**src/rtl/if_fetch_stage.sv**
```systemverilog
// ---------------------------------------------------------------------------
// if_fetch_stage
//
// Instruction-fetch stage of the pipelined CPU. Owns the program counter,
// keeps at most one word read outstanding to instruction memory and fills
// the IF/ID pipeline register (instruction, PC, PC+4) consumed by decode.
// Handles hazard-unit stalls through a one-entry skid buffer, branch
// redirects with flush, and memories of any response latency.
//
// Ports
//   clk, rst_n        rising-edge clock, asynchronous active-low reset
//   imem_req          registered read request
//   imem_addr         registered word address (bits [1:0] always 0)
//   imem_rvalid       response valid, closes the current transaction
//   imem_rdata        instruction word, used only with imem_rvalid
//   id_stall          hazard unit asks IF/ID to hold its contents
//   redirect_valid    take redirect_pc and flush IF/ID
//   redirect_pc       redirect target from the next-PC mux
//   id_valid          IF/ID holds a live instruction
//   id_instr          IF/ID instruction
//   id_pc             address of id_instr
//   id_pc_plus4       id_pc + 4, fed to next-PC mux input1
// ---------------------------------------------------------------------------
module if_fetch_stage #(
   parameter logic [31:0] RESET_PC = 32'h0000_0000
) (
   input  logic        clk,
   input  logic        rst_n,
   output logic        imem_req,
   output logic [31:0] imem_addr,
   input  logic        imem_rvalid,
   input  logic [31:0] imem_rdata,
   input  logic        id_stall,
   input  logic        redirect_valid,
   input  logic [31:0] redirect_pc,
   output logic        id_valid,
   output logic [31:0] id_instr,
   output logic [31:0] id_pc,
   output logic [31:0] id_pc_plus4
);

   // IDLE  : one cycle after reset before the first request goes out
   // FETCH : a request is outstanding
   // HOLD  : a response arrived while decode was stalled; it sits in the skid
   // DRAIN : a redirect arrived mid-transaction; the stale response is awaited
   typedef enum logic [1:0] {
      IDLE  = 2'd0,
      FETCH = 2'd1,
      HOLD  = 2'd2,
      DRAIN = 2'd3
   } state_e;

   state_e      state_q, state_d;
   logic [31:0] pc_q, pc_d;
   logic        req_q, req_d;
   logic [31:0] addr_q, addr_d;
   logic        valid_q, valid_d;
   logic [31:0] instr_q, instr_d;
   logic [31:0] id_pc_q, id_pc_d;
   logic [31:0] id_pc4_q, id_pc4_d;
   logic [31:0] skid_instr_q, skid_instr_d;
   logic [31:0] skid_pc_q, skid_pc_d;
   logic [31:0] pending_pc_q, pending_pc_d;

   logic [31:0] redirect_aligned;
   logic [31:0] pc_plus4;
   logic [31:0] drain_target;

   // Low address bits of a redirect are dropped so every fetch stays word aligned.
   assign redirect_aligned = redirect_pc & 32'hFFFF_FFFC;
   assign pc_plus4         = pc_q + 32'd4;
   // A redirect arriving in the same cycle as the stale response still wins.
   assign drain_target     = redirect_valid ? redirect_aligned : pending_pc_q;

   // Next-state logic. imem_addr always tracks pc while a request is live, so
   // both are updated together whenever the fetch address moves.
   always_comb begin
      state_d      = state_q;
      pc_d         = pc_q;
      req_d        = req_q;
      addr_d       = addr_q;
      valid_d      = valid_q;
      instr_d      = instr_q;
      id_pc_d      = id_pc_q;
      id_pc4_d     = id_pc4_q;
      skid_instr_d = skid_instr_q;
      skid_pc_d    = skid_pc_q;
      pending_pc_d = pending_pc_q;

      case (state_q)
         IDLE: begin
            state_d = FETCH;
            req_d   = 1'b1;
            addr_d  = pc_q;
         end

         FETCH: begin
            if (imem_rvalid) begin
               if (redirect_valid) begin
                  pc_d    = redirect_aligned;
                  addr_d  = redirect_aligned;
                  valid_d = 1'b0;
               end else if (!id_stall || !valid_q) begin
                  valid_d  = 1'b1;
                  instr_d  = imem_rdata;
                  id_pc_d  = pc_q;
                  id_pc4_d = pc_plus4;
                  pc_d     = pc_plus4;
                  addr_d   = pc_plus4;
               end else begin
                  skid_instr_d = imem_rdata;
                  skid_pc_d    = pc_q;
                  pc_d         = pc_plus4;
                  addr_d       = pc_plus4;
                  req_d        = 1'b0;
                  state_d      = HOLD;
               end
            end else if (redirect_valid) begin
               pending_pc_d = redirect_aligned;
               valid_d      = 1'b0;
               state_d      = DRAIN;
            end else if (!id_stall) begin
               valid_d = 1'b0;
            end
         end

         HOLD: begin
            if (redirect_valid) begin
               pc_d    = redirect_aligned;
               addr_d  = redirect_aligned;
               req_d   = 1'b1;
               valid_d = 1'b0;
               state_d = FETCH;
            end else if (!id_stall) begin
               valid_d  = 1'b1;
               instr_d  = skid_instr_q;
               id_pc_d  = skid_pc_q;
               id_pc4_d = skid_pc_q + 32'd4;
               req_d    = 1'b1;
               addr_d   = pc_q;
               state_d  = FETCH;
            end
         end

         DRAIN: begin
            if (redirect_valid) begin
               pending_pc_d = redirect_aligned;
            end
            if (imem_rvalid) begin
               pc_d    = drain_target;
               addr_d  = drain_target;
               state_d = FETCH;
            end
         end

         default: begin
            state_d = IDLE;
         end
      endcase
   end

   // State and pipeline registers; reset puts everything back to its
   // power-on values immediately, dropping any response in flight.
   always_ff @(posedge clk or negedge rst_n) begin
      if (!rst_n) begin
         state_q      <= IDLE;
         pc_q         <= RESET_PC;
         req_q        <= 1'b0;
         addr_q       <= RESET_PC;
         valid_q      <= 1'b0;
         instr_q      <= 32'h0;
         id_pc_q      <= 32'h0;
         id_pc4_q     <= 32'h0;
         skid_instr_q <= 32'h0;
         skid_pc_q    <= 32'h0;
         pending_pc_q <= 32'h0;
      end else begin
         state_q      <= state_d;
         pc_q         <= pc_d;
         req_q        <= req_d;
         addr_q       <= addr_d;
         valid_q      <= valid_d;
         instr_q      <= instr_d;
         id_pc_q      <= id_pc_d;
         id_pc4_q     <= id_pc4_d;
         skid_instr_q <= skid_instr_d;
         skid_pc_q    <= skid_pc_d;
         pending_pc_q <= pending_pc_d;
      end
   end

   assign imem_req    = req_q;
   assign imem_addr   = addr_q;
   assign id_valid    = valid_q;
   assign id_instr    = instr_q;
   assign id_pc       = id_pc_q;
   assign id_pc_plus4 = id_pc4_q;

endmodule
```
**config.mk**
```make
export PLATFORM = sky130hd
export DESIGN_NAME = if_fetch_stage
export DESIGN_NICKNAME = d
export VERILOG_FILES = /design/src/rtl/if_fetch_stage.sv
export SDC_FILE = /design/constraint.sdc
export NUM_CORES = 1
export LEC_CHECK = 0
export CAP_MARGIN = 20
export CORE_MARGIN = 4
export CORE_UTILIZATION = 46
export CTS_BUF_LIST = sky130_fd_sc_hd__clkbuf_16
export DETAILED_ROUTE_END_ITERATION = 7
export PLACE_DENSITY = 0.69
export SLEW_MARGIN = 20
export SYNTH_ARGS = -nofsm -noshare
export SYNTH_HDL_FRONTEND = slang
export SYNTH_SLANG_ARGS = --single-unit
```
**constraint.sdc**
```tcl
create_clock -name clk -period 4.75 [get_ports clk]
set_clock_uncertainty 0.1 [all_clocks]
set_input_delay 0.475 -clock clk [delete_from_list [all_inputs] [get_ports clk]]
set_output_delay 0.475 -clock clk [all_outputs]
set_load 0.005 [all_outputs]
```
==> Flow_metrics.wiki, run 1 <==
{| class="wikitable"
! Metric !! Value
|-
| Result of the run || finished, final reports clean
|-
| Async set-or-reset flop fraction in the synthesized netlist || 100%
|-
| Power per standard cell area || 669 nW/um2
|-
| Clock Root Buffer || sky130_fd_sc_hd__clkbuf_16
|-
| Final slew viol count || 0
|-
| Max cap viols || 0
|-
| Iteration count of the initial detailed-routing pass || 7
|-
| Routed length per placed instance || 20.8 um
|-
| Post-synthesis register bit count || 258
|-
| Reg2reg start || state_q[0]
|-
| Data required time of the worst path || 5.11 ns
|-
| RR Endpoint || pc_q[18]
|-
| Number of antenna violations at the first check in global routing || 0
|-
| Most frequent cells in the layout || sky130_fd_sc_hd__dfrtp_1, sky130_fd_sc_hd__nand2_1, sky130_fd_sc_hd__clkdlybuf4s50_1, sky130_fd_sc_hd__o21ai_0, sky130_fd_sc_hd__mux2_2
|-
| Depth of the most critical reg-to-reg path || 7
|-
| Leakage component of the power || 0.00702 uW
|-
| Avg Vias per Cell || 6.00
|-
| Maximum clock path buffer count || 3
|-
| Routed wire length || 41100 um
|-
| Commonest non-fill, non-tap cell in the layout || sky130_fd_sc_hd__dfrtp_1
|-
| Height of the die || 181 um
|-
| Netlist Area Pre-Place || 13800 um2
|-
| Total setup violations reported at the end of the flow || 0
|-
| Nets@finish || 1645
|-
| IO Pins || 199
|-
| Number of clock sinks || 258
|-
| Placement-stage worst setup slack || 1.40 ns
|-
| Final-layout setup total negative slack || 0 ns
|-
| Hold/Removal Path Class || flip-flop to flip-flop
|-
| Startpoint types || flip-flop
|-
| Row cnt || 63
|-
| Area growth from synthesis to final layout || 23.4%
|-
| Die Outline Area || 32900 um2
|-
| Capture endpoint of the worst hold path || id_pc[11]
|-
| RSZ-0062 raised after global routing || no
|-
| Worst-skew pair later-pin latency || 0.56 ns
|-
| Hold Crit Depth || 2
|-
| Effective utilization at floorplan || 46.6%
|-
| Wire length of the first global-routing pass || 65300 um
|-
| Setup slack of the most critical reg-to-reg path || 1.28 ns
|-
| Portion of the clock cycle consumed by the worst path in the final layout || 73.1%
|-
| Sum of overflow across all layers after global routing || 0
|-
| Cells after Synth || 1450
|-
| Worst supply voltage drop on vdd || 0.000392 V
|-
| Number of buffers inserted during clock tree synthesis || 30
|-
| Highest attainable clock frequency || 288 MHz
|-
| Most used flip-flop cell after synthesis || sky130_fd_sc_hd__dfrtp_1
|-
| Max-slew headroom at the worst pin || 29.0%
|-
| Total number of H-tree levels || 1
|-
| Pin count of the biggest net entering global routing || 105
|-
| Syn Area/Cell || 9.52 um2
|-
| Sequential-to-total area share from yosys stat || 46.7%
|-
| Weighted congestion at the end of routability-driven global placement || 0.908
|-
| Inserted Diodes || 0
|-
| Clock tree from TritonCTS || done
|-
| Post-synth EDFFs || 0
|-
| Min cycle time layout || 3.47 ns
|-
| Clock input transition at the sequential cells of the worst setup and hold paths || 0.06 ns
|-
| Non-Filler Instances || 1981
|-
| Port Buffers || 196
|-
| Horizontal extent of the die || 181 um
|-
| Setup ws final || 1.28 ns
|-
| Warnings, synthesis || 0
|-
| Net count after synthesis || 1526
|-
| Worst Max-Slew Pin Slew || 1.06 ns
|-
| Starting DRC count in detailed routing || 1448
|-
| Number of DRC violations after detailed routing || 0
|-
| Post-DP HPWL || 27700 um
|-
| Fraction of layout instances using a drive strength above 1 || 11.9%
|-
| Launch instance of the worst min-delay path || id_pc[11]
|-
| Count of cell types in the netlist || 72
|-
| Cell total after placement || 1926
|-
| Via count of the first global-routing pass || 11500
|-
| Largest driver fanout on the critical path || 56
|-
| Critical path class || flip-flop to flip-flop
|-
| Critical path data arrival time || 3.83 ns
|-
| Setup crit end kind || flip-flop
|-
| Core outline area || 29600 um2
|-
| Final Hold Viols || 0
|-
| DR vias || 11900
|-
| Overall Global Routing Usage || 24.4%
|-
| Count of nets left with antenna violations after detail routing || 0
|}
==> logic make-up (layout without fill, tap and decap cells) <==
| kind of cell | count (synthesis) | count (layout) | share of synthesized area [%] |
|---|---|---|---|
| AO/OA/AOI/OAI | 391 | 391 | 17.9 |
| XOR/XNOR | 55 | 55 | 3.49 |
| adder cells (fa/ha/maj) | 7 | 7 | 0.634 |
| buffers and inverters | 163 | 304 | 4.96 |
| flip-flops | 258 | 258 | 46.7 |
| multiplexers | 163 | 163 | 12.6 |
| AND/OR/NAND/NOR | 413 | 413 | 13.7 |
==> area by class of cell <==
type                            instances  area [um2]
Clock buffer                           31         776
Fill cell                            2627       12600
Multi-Input combinational cell       1029        6700
Sequential cell                       258        6460
Clock inverter                         23         299
Tap cell                              390         488
Timing Repair Buffer                  223        2230
Inverter                               27         101
==> critical path, cell delays in order, from the launching register on <==
cell	delay, ns
sky130_fd_sc_hd__dfrtp_1	0.46
sky130_fd_sc_hd__inv_1	0.15
sky130_fd_sc_hd__ha_4	0.38
sky130_fd_sc_hd__nor2_2	0.91
sky130_fd_sc_hd__nand2_1	0.75
sky130_fd_sc_hd__nor2_1	0.27
sky130_fd_sc_hd__a222oi_1	0.12
sky130_fd_sc_hd__o21ai_0	0.23
==> metrics by stage <==
stage	util, %	area (um2)	hold slack [ns]	total power, uW
3_3_place_gp	53.8	16000	0.360	8710
2_1_floorplan	-	13800	0.0794	6680
3_5_place_dp	53.8	16000	0.371	8850
4_1_cts	57.5	17000	0.386	11400
5_1_grt	57.5	17000	0.393	12100
6_report	57.5	17000	0.377	11400
==> report_power, final <==
part / total [uW] / internal (uW) / switching (uW)
Clock: 2530 / 1560 / 967
Combinational: 4710 / 2300 / 2410
Sequential: 4170 / 3170 / 1000
Total: 11400 / 7020 / 4380
==> how the worst max path moves through the flow <==
| stage | startpoint | to | slack [ns] | cells after the start |
|---|---|---|---|---|
| after detailed placement | state_q[0] | pc_q[26] | 1.40 | 7 |
| after global placement | state_q[0] | pc_q[26] | 1.44 | 7 |
| after global routing | state_q[0] | pc_q[29] | 1.10 | 7 |
| final | state_q[0] | pc_q[18] | 1.28 | 7 |
| after floorplan | state_q[0] | pc_q[22] | 2.20 | 12 |
| after CTS | state_q[0] | pc_q[18] | 1.36 | 7 |
==> synthesized netlist by cell type (3+ instances only) <==
library cell | instances | area, um2
sky130_fd_sc_hd__dfrtp_1 | 258 | 6460
sky130_fd_sc_hd__clkbuf_8 | 3 | 41.3
sky130_fd_sc_hd__a211oi_1 | 7 | 52.6
sky130_fd_sc_hd__a22o_1 | 9 | 78.8
sky130_fd_sc_hd__nand3_1 | 24 | 120
sky130_fd_sc_hd__a21oi_1 | 54 | 270
sky130_fd_sc_hd__buf_1 | 21 | 78.8
sky130_fd_sc_hd__a221o_1 | 11 | 110
sky130_fd_sc_hd__o311ai_0 | 3 | 26.3
sky130_fd_sc_hd__and3_1 | 12 | 75.1
sky130_fd_sc_hd__and4_1 | 6 | 52.6
sky130_fd_sc_hd__xnor2_1 | 35 | 307
sky130_fd_sc_hd__nand2_1 | 205 | 769
sky130_fd_sc_hd__o32ai_1 | 3 | 26.3
sky130_fd_sc_hd__a22oi_1 | 20 | 150
sky130_fd_sc_hd__a221oi_1 | 13 | 114
sky130_fd_sc_hd__mux2i_1 | 74 | 741
sky130_fd_sc_hd__a311oi_1 | 8 | 70.1
sky130_fd_sc_hd__a222oi_1 | 8 | 80.1
sky130_fd_sc_hd__mux2_2 | 89 | 1000
sky130_fd_sc_hd__o21ai_0 | 183 | 916
sky130_fd_sc_hd__a21o_1 | 5 | 37.5
sky130_fd_sc_hd__or3_1 | 5 | 31.3
sky130_fd_sc_hd__a31oi_1 | 4 | 25.0
sky130_fd_sc_hd__nor3_1 | 25 | 125
sky130_fd_sc_hd__xor2_1 | 20 | 175
sky130_fd_sc_hd__nor4_1 | 8 | 50.1
sky130_fd_sc_hd__buf_2 | 15 | 75.1
sky130_fd_sc_hd__a32oi_1 | 6 | 52.6
sky130_fd_sc_hd__nor2_1 | 73 | 274
sky130_fd_sc_hd__nand2b_1 | 8 | 50.1
sky130_fd_sc_hd__o21a_1 | 3 | 22.5
sky130_fd_sc_hd__nor2b_1 | 10 | 62.6
sky130_fd_sc_hd__or2_2 | 6 | 37.5
sky130_fd_sc_hd__nand4_1 | 18 | 113
sky130_fd_sc_hd__o221ai_1 | 9 | 78.8
sky130_fd_sc_hd__ha_1 | 7 | 87.6
sky130_fd_sc_hd__o211ai_1 | 3 | 22.5
sky130_fd_sc_hd__clkbuf_1 | 92 | 345
sky130_fd_sc_hd__inv_1 | 26 | 97.6
sky130_fd_sc_hd__o31ai_1 | 9 | 67.6
sky130_fd_sc_hd__o22ai_1 | 11 | 68.8
sky130_fd_sc_hd__a21boi_0 | 4 | 30.0
==> registers in the layout, indices dropped and copies added (netlist names), 30 cells and up <==
signal        cells
pending_pc_q     32
id_instr         32
skid_pc_q        32
pc_q             32
id_pc            32
id_pc_plus4      30
imem_addr        32
skid_instr_q     32
==> metal layers <==
layer | vias to the layer above | GRT usage (%) | routed length, um
li1 | 5438 | - | -
met1 | 5733 | 34.8 | 17500
met2 | 617 | 36.9 | 18300
met3 | 91 | 6.40 | 4290
met4 | 0 | 7.15 | 1100
met5 | - | 0 | 0
==> repair_timing <==
action                                 in CTS  in global routing
endpoints found under the hold margin     101                  0
buffers inserted                            0                  0
resized for setup                           0                  0
hold buffers                                1                  0
Note: power is estimated with default switching activity, not from simulation.
==> run 2: changes to the inputs <==
clock period = 3.54 ns   (was 4.75 ns; I/O delays follow)
==> run 2 against run 1 <==
  * Non-clock buffer count grew 26
  * Cell area grew 0.17%
  * Critical path depth increased by 2
  * Combinational power up 37%
  * Register-to-register slack worse by 0.76 ns
  * Maximum frequency rose by 15%
  * Sequential cell count stayed put
  * First-iteration DRC count is 23% lower
  * Clock-buffer cell count decreased by 2
  * Worst setup slack got worse by 0.76 ns
  * Core utilization rose by 0.097 points
  * Final cell count rose by 1.1%
==> Flow_metrics.wiki, run 2 (same netlist as run 1, synthesis figures left out) <==
{| class="wikitable"
! Metric !! Value
|-
| Result of the run || finished, final reports clean
|-
| Reg2reg start || state_q[0]
|-
| Total number of H-tree levels || 1 (unchanged)
|-
| Logic depth of the worst path, buffers included || 9 (+2)
|-
| Height of the die || 181 um (unchanged)
|-
| Sum of overflow across all layers after global routing || 0 (unchanged)
|-
| Final slew viol count || 0 (unchanged)
|-
| Weighted congestion at the end of routability-driven global placement || 0.926 (+1.9%)
|-
| Avg Vias per Cell || 5.97 (-0.37%)
|-
| Final Hold Viols || 0 (unchanged)
|-
| Iteration count of the initial detailed-routing pass || 7 (unchanged)
|-
| Clock Root Buffer || sky130_fd_sc_hd__clkbuf_16
|-
| Max cap viols || 0 (unchanged)
|-
| Highest attainable clock frequency || 331 MHz (+15%)
|-
| Storage cell area || 6460 um2 (unchanged)
|-
| Commonest non-fill, non-tap cell in the layout || sky130_fd_sc_hd__dfrtp_1
|-
| Row cnt || 63 (unchanged)
|-
| Maximum clock path buffer count || 3 (unchanged)
|-
| Die Outline Area || 32900 um2 (unchanged)
|-
| IO Pins || 199 (unchanged)
|-
| Worst Max-Slew Pin Slew || 1.03 ns (-0.0355 ns)
|-
| Number of filler instances in the final layout || 2704 (+2.9%)
|-
| Design Area, Final || 17100 um2 (+0.17%)
|-
| Number of DRC violations after detailed routing || 0 (unchanged)
|-
| Number of antenna violations at the first check in global routing || 1 (+1)
|-
| Area growth from synthesis to final layout || 23.7%
|-
| Post-DP HPWL || 28800 um (+3.8%)
|-
| Routed wire length || 41200 um (+0.13%)
|-
| Clock input transition at the sequential cells of the worst setup and hold paths || 0.06 ns (about the same)
|-
| Power per standard cell area || 880 nW/um2 (+32%)
|-
| Startpoint types || flip-flop
|-
| Overall power || 15000 uW (+32%)
|-
| Largest driver fanout on the critical path || 52 (-7.1%)
|-
| Min cycle time layout || 3.02 ns (-0.451 ns)
|-
| Kind of cell with the highest combined delay on the critical path || compound AO/OA/AOI/OAI gates
|-
| Critical path launch point || state_q[0]
|-
| Portion of the clock cycle consumed by the worst path in the final layout || 85.3% (+12 points)
|-
| Via count of the first global-routing pass || 11600 (+1.0%)
|-
| Starting DRC count in detailed routing || 1119 (-23%)
|-
| Data required time of the worst path || 3.87 ns (-1.24 ns)
|-
| Overall Global Routing Usage || 24.4% (-0.066 points)
|-
| Fraction of layout instances using a drive strength above 1 || 12.5% (+0.64 points)
|-
| Setup crit end kind || flip-flop
|-
| Final-layout setup total negative slack || 0 ns (unchanged)
|-
| Hold/Removal Path Class || primary input to asynchronous set/reset pin
|-
| Utilization after layout || 57.6% (+0.097 points)
|-
| Nets@finish || 1670 (+1.5%)
|-
| Leakage component of the power || 0.00709 uW (+0.96%)
|-
| Clock tree from TritonCTS || done
|-
| Most prevalent standard cell on the critical path || sky130_fd_sc_hd__buf_4
|-
| RR Endpoint || id_pc[2]
|-
| Worst supply voltage drop on vdd || 0.000487 V (+24%)
|-
| Post-detailed-placement cell area || 16100 um2 (+1.0%)
|-
| Pin count of the biggest net entering global routing || 87 (-17%)
|-
| Number of clock sinks || 258 (unchanged)
|-
| Destination of the critical timing path || id_pc[2]
|-
| Cells traversed along the worst timing path || inv_1, ha_4, buf_4, mux2i_1, o32a_1, or2_4, a211oi_1, buf_4, nor2_1
|-
| Slowest stage cell, crit path || sky130_fd_sc_hd__a211oi_1
|-
| Wire length of the first global-routing pass || 65400 um (about the same)
|-
| Maximum cell stage delay along the critical path || 0.54 ns (-0.37 ns)
|-
| CP bufs+invs || 3 (+2)
|-
| Inserted Diodes || 0 (unchanged)
|-
| Port Buffers || 196 (unchanged)
|-
| Multi-input combinational cell area || 6690 um2 (-0.17%)
|-
| RSZ-0062 raised after global routing || no
|-
| Cells resized by post-CTS repair || 0 (unchanged)
|-
| Routed length per placed instance || 20.6 um (-0.97%)
|-
| Total setup violations reported at the end of the flow || 0 (unchanged)
|-
| Effective utilization at floorplan || 46.6% (unchanged)
|-
| Most frequent cells in the layout || sky130_fd_sc_hd__dfrtp_1, sky130_fd_sc_hd__nand2_1, sky130_fd_sc_hd__clkdlybuf4s50_1, sky130_fd_sc_hd__o21ai_0, sky130_fd_sc_hd__mux2_2
|-
| Number of buffers inserted during clock tree synthesis || 29 (-3.3%)
|-
| DR vias || 12000 (+0.74%)
|-
| Critical path class || flip-flop to flip-flop
|-
| Worst-skew pair later-pin latency || 0.54 ns (-0.02 ns)
|-
| Max-slew headroom at the worst pin || 31.2% (+2.2 points)
|-
| Critical path data arrival time || 3.35 ns (-0.48 ns)
|-
| Horizontal extent of the die || 181 um (unchanged)
|-
| Core outline area || 29600 um2 (unchanged)
|-
| Setup slack of the most critical reg-to-reg path || 0.52 ns (-0.76 ns)
|-
| Count of nets left with antenna violations after detail routing || 0 (unchanged)
|-
| Depth of the most critical reg-to-reg path || 9 (+2)
|}
## run 2: cell count changes in the layout (fill, tap and decap cells not counted), sizes merged
cell	previous run	this run
buf	28	54
bufinv	7	5
clkbuf	31	29
clkinvlp	3	1
inv	30	32
## run 2: area by class of cell
cell class                 instances  share of cell area, %
clock buffer                      29                   4.25
timing repair buffer             249                   14.1
inverter                          27                  0.593
multi-input combinational       1029                   39.2
clock inverter                    21                   1.28
sequential                       258                   37.8
tap                              390                   2.86
## run 2: what timing repair did
item,4_1_cts,5_1_grt
setup buffers,0,0
endpoints found under the hold margin,81,0
hold buffers,1,0
## run 2: how the worst min path moves through the flow
stage / end / slack [ns] / startpoint
2_1_floorplan: id_instr[0] / -0.04 / rst_n
3_3_place_gp: skid_instr_q[1] / 0.31 / rst_n
3_5_place_dp: skid_instr_q[8] / 0.31 / rst_n
4_1_cts: skid_instr_q[1] / 0.33 / rst_n
5_1_grt: skid_instr_q[5] / 0.35 / imem_rdata[5]
6_report: skid_instr_q[8] / 0.32 / rst_n
## run 2: power breakdown
group,switching [uW],internal (uW),total [uW]
Clock,1180,1830,3020
Combinational,3280,3160,6440
Sequential,1330,4250,5580
Total,5790,9240,15000
## run 2: worst register-to-register path, cell delays in order, from the launching register on
cell and delay (ns):
sky130_fd_sc_hd__dfrtp_1 0.44, sky130_fd_sc_hd__inv_1 0.16, sky130_fd_sc_hd__ha_4 0.15, sky130_fd_sc_hd__buf_4 0.40
sky130_fd_sc_hd__mux2i_1 0.14, sky130_fd_sc_hd__o32a_1 0.27, sky130_fd_sc_hd__or2_4 0.46, sky130_fd_sc_hd__a211oi_1 0.56
sky130_fd_sc_hd__buf_4 0.21, sky130_fd_sc_hd__nor2_1 0.04
## run 2: per-layer routing
layer,global-route usage (%),vias up,share of wire [%]
met5,0,-,0.036
met4,7.81,2,3.0
met3,5.94,80,9.7
met2,36.9,606,44
met1,34.6,5774,44
li1,-,5505,-
## run 2: stage by stage
stage,hold WS (ns),setup slack [ns],instances
global placement,0.310,0.613,1952
global route,0.350,0.410,2003
CTS,0.329,0.561,2003
detailed placement,0.313,0.539,1952
floorplan,-0.0416,0.992,1450
finish,0.320,0.519,2003
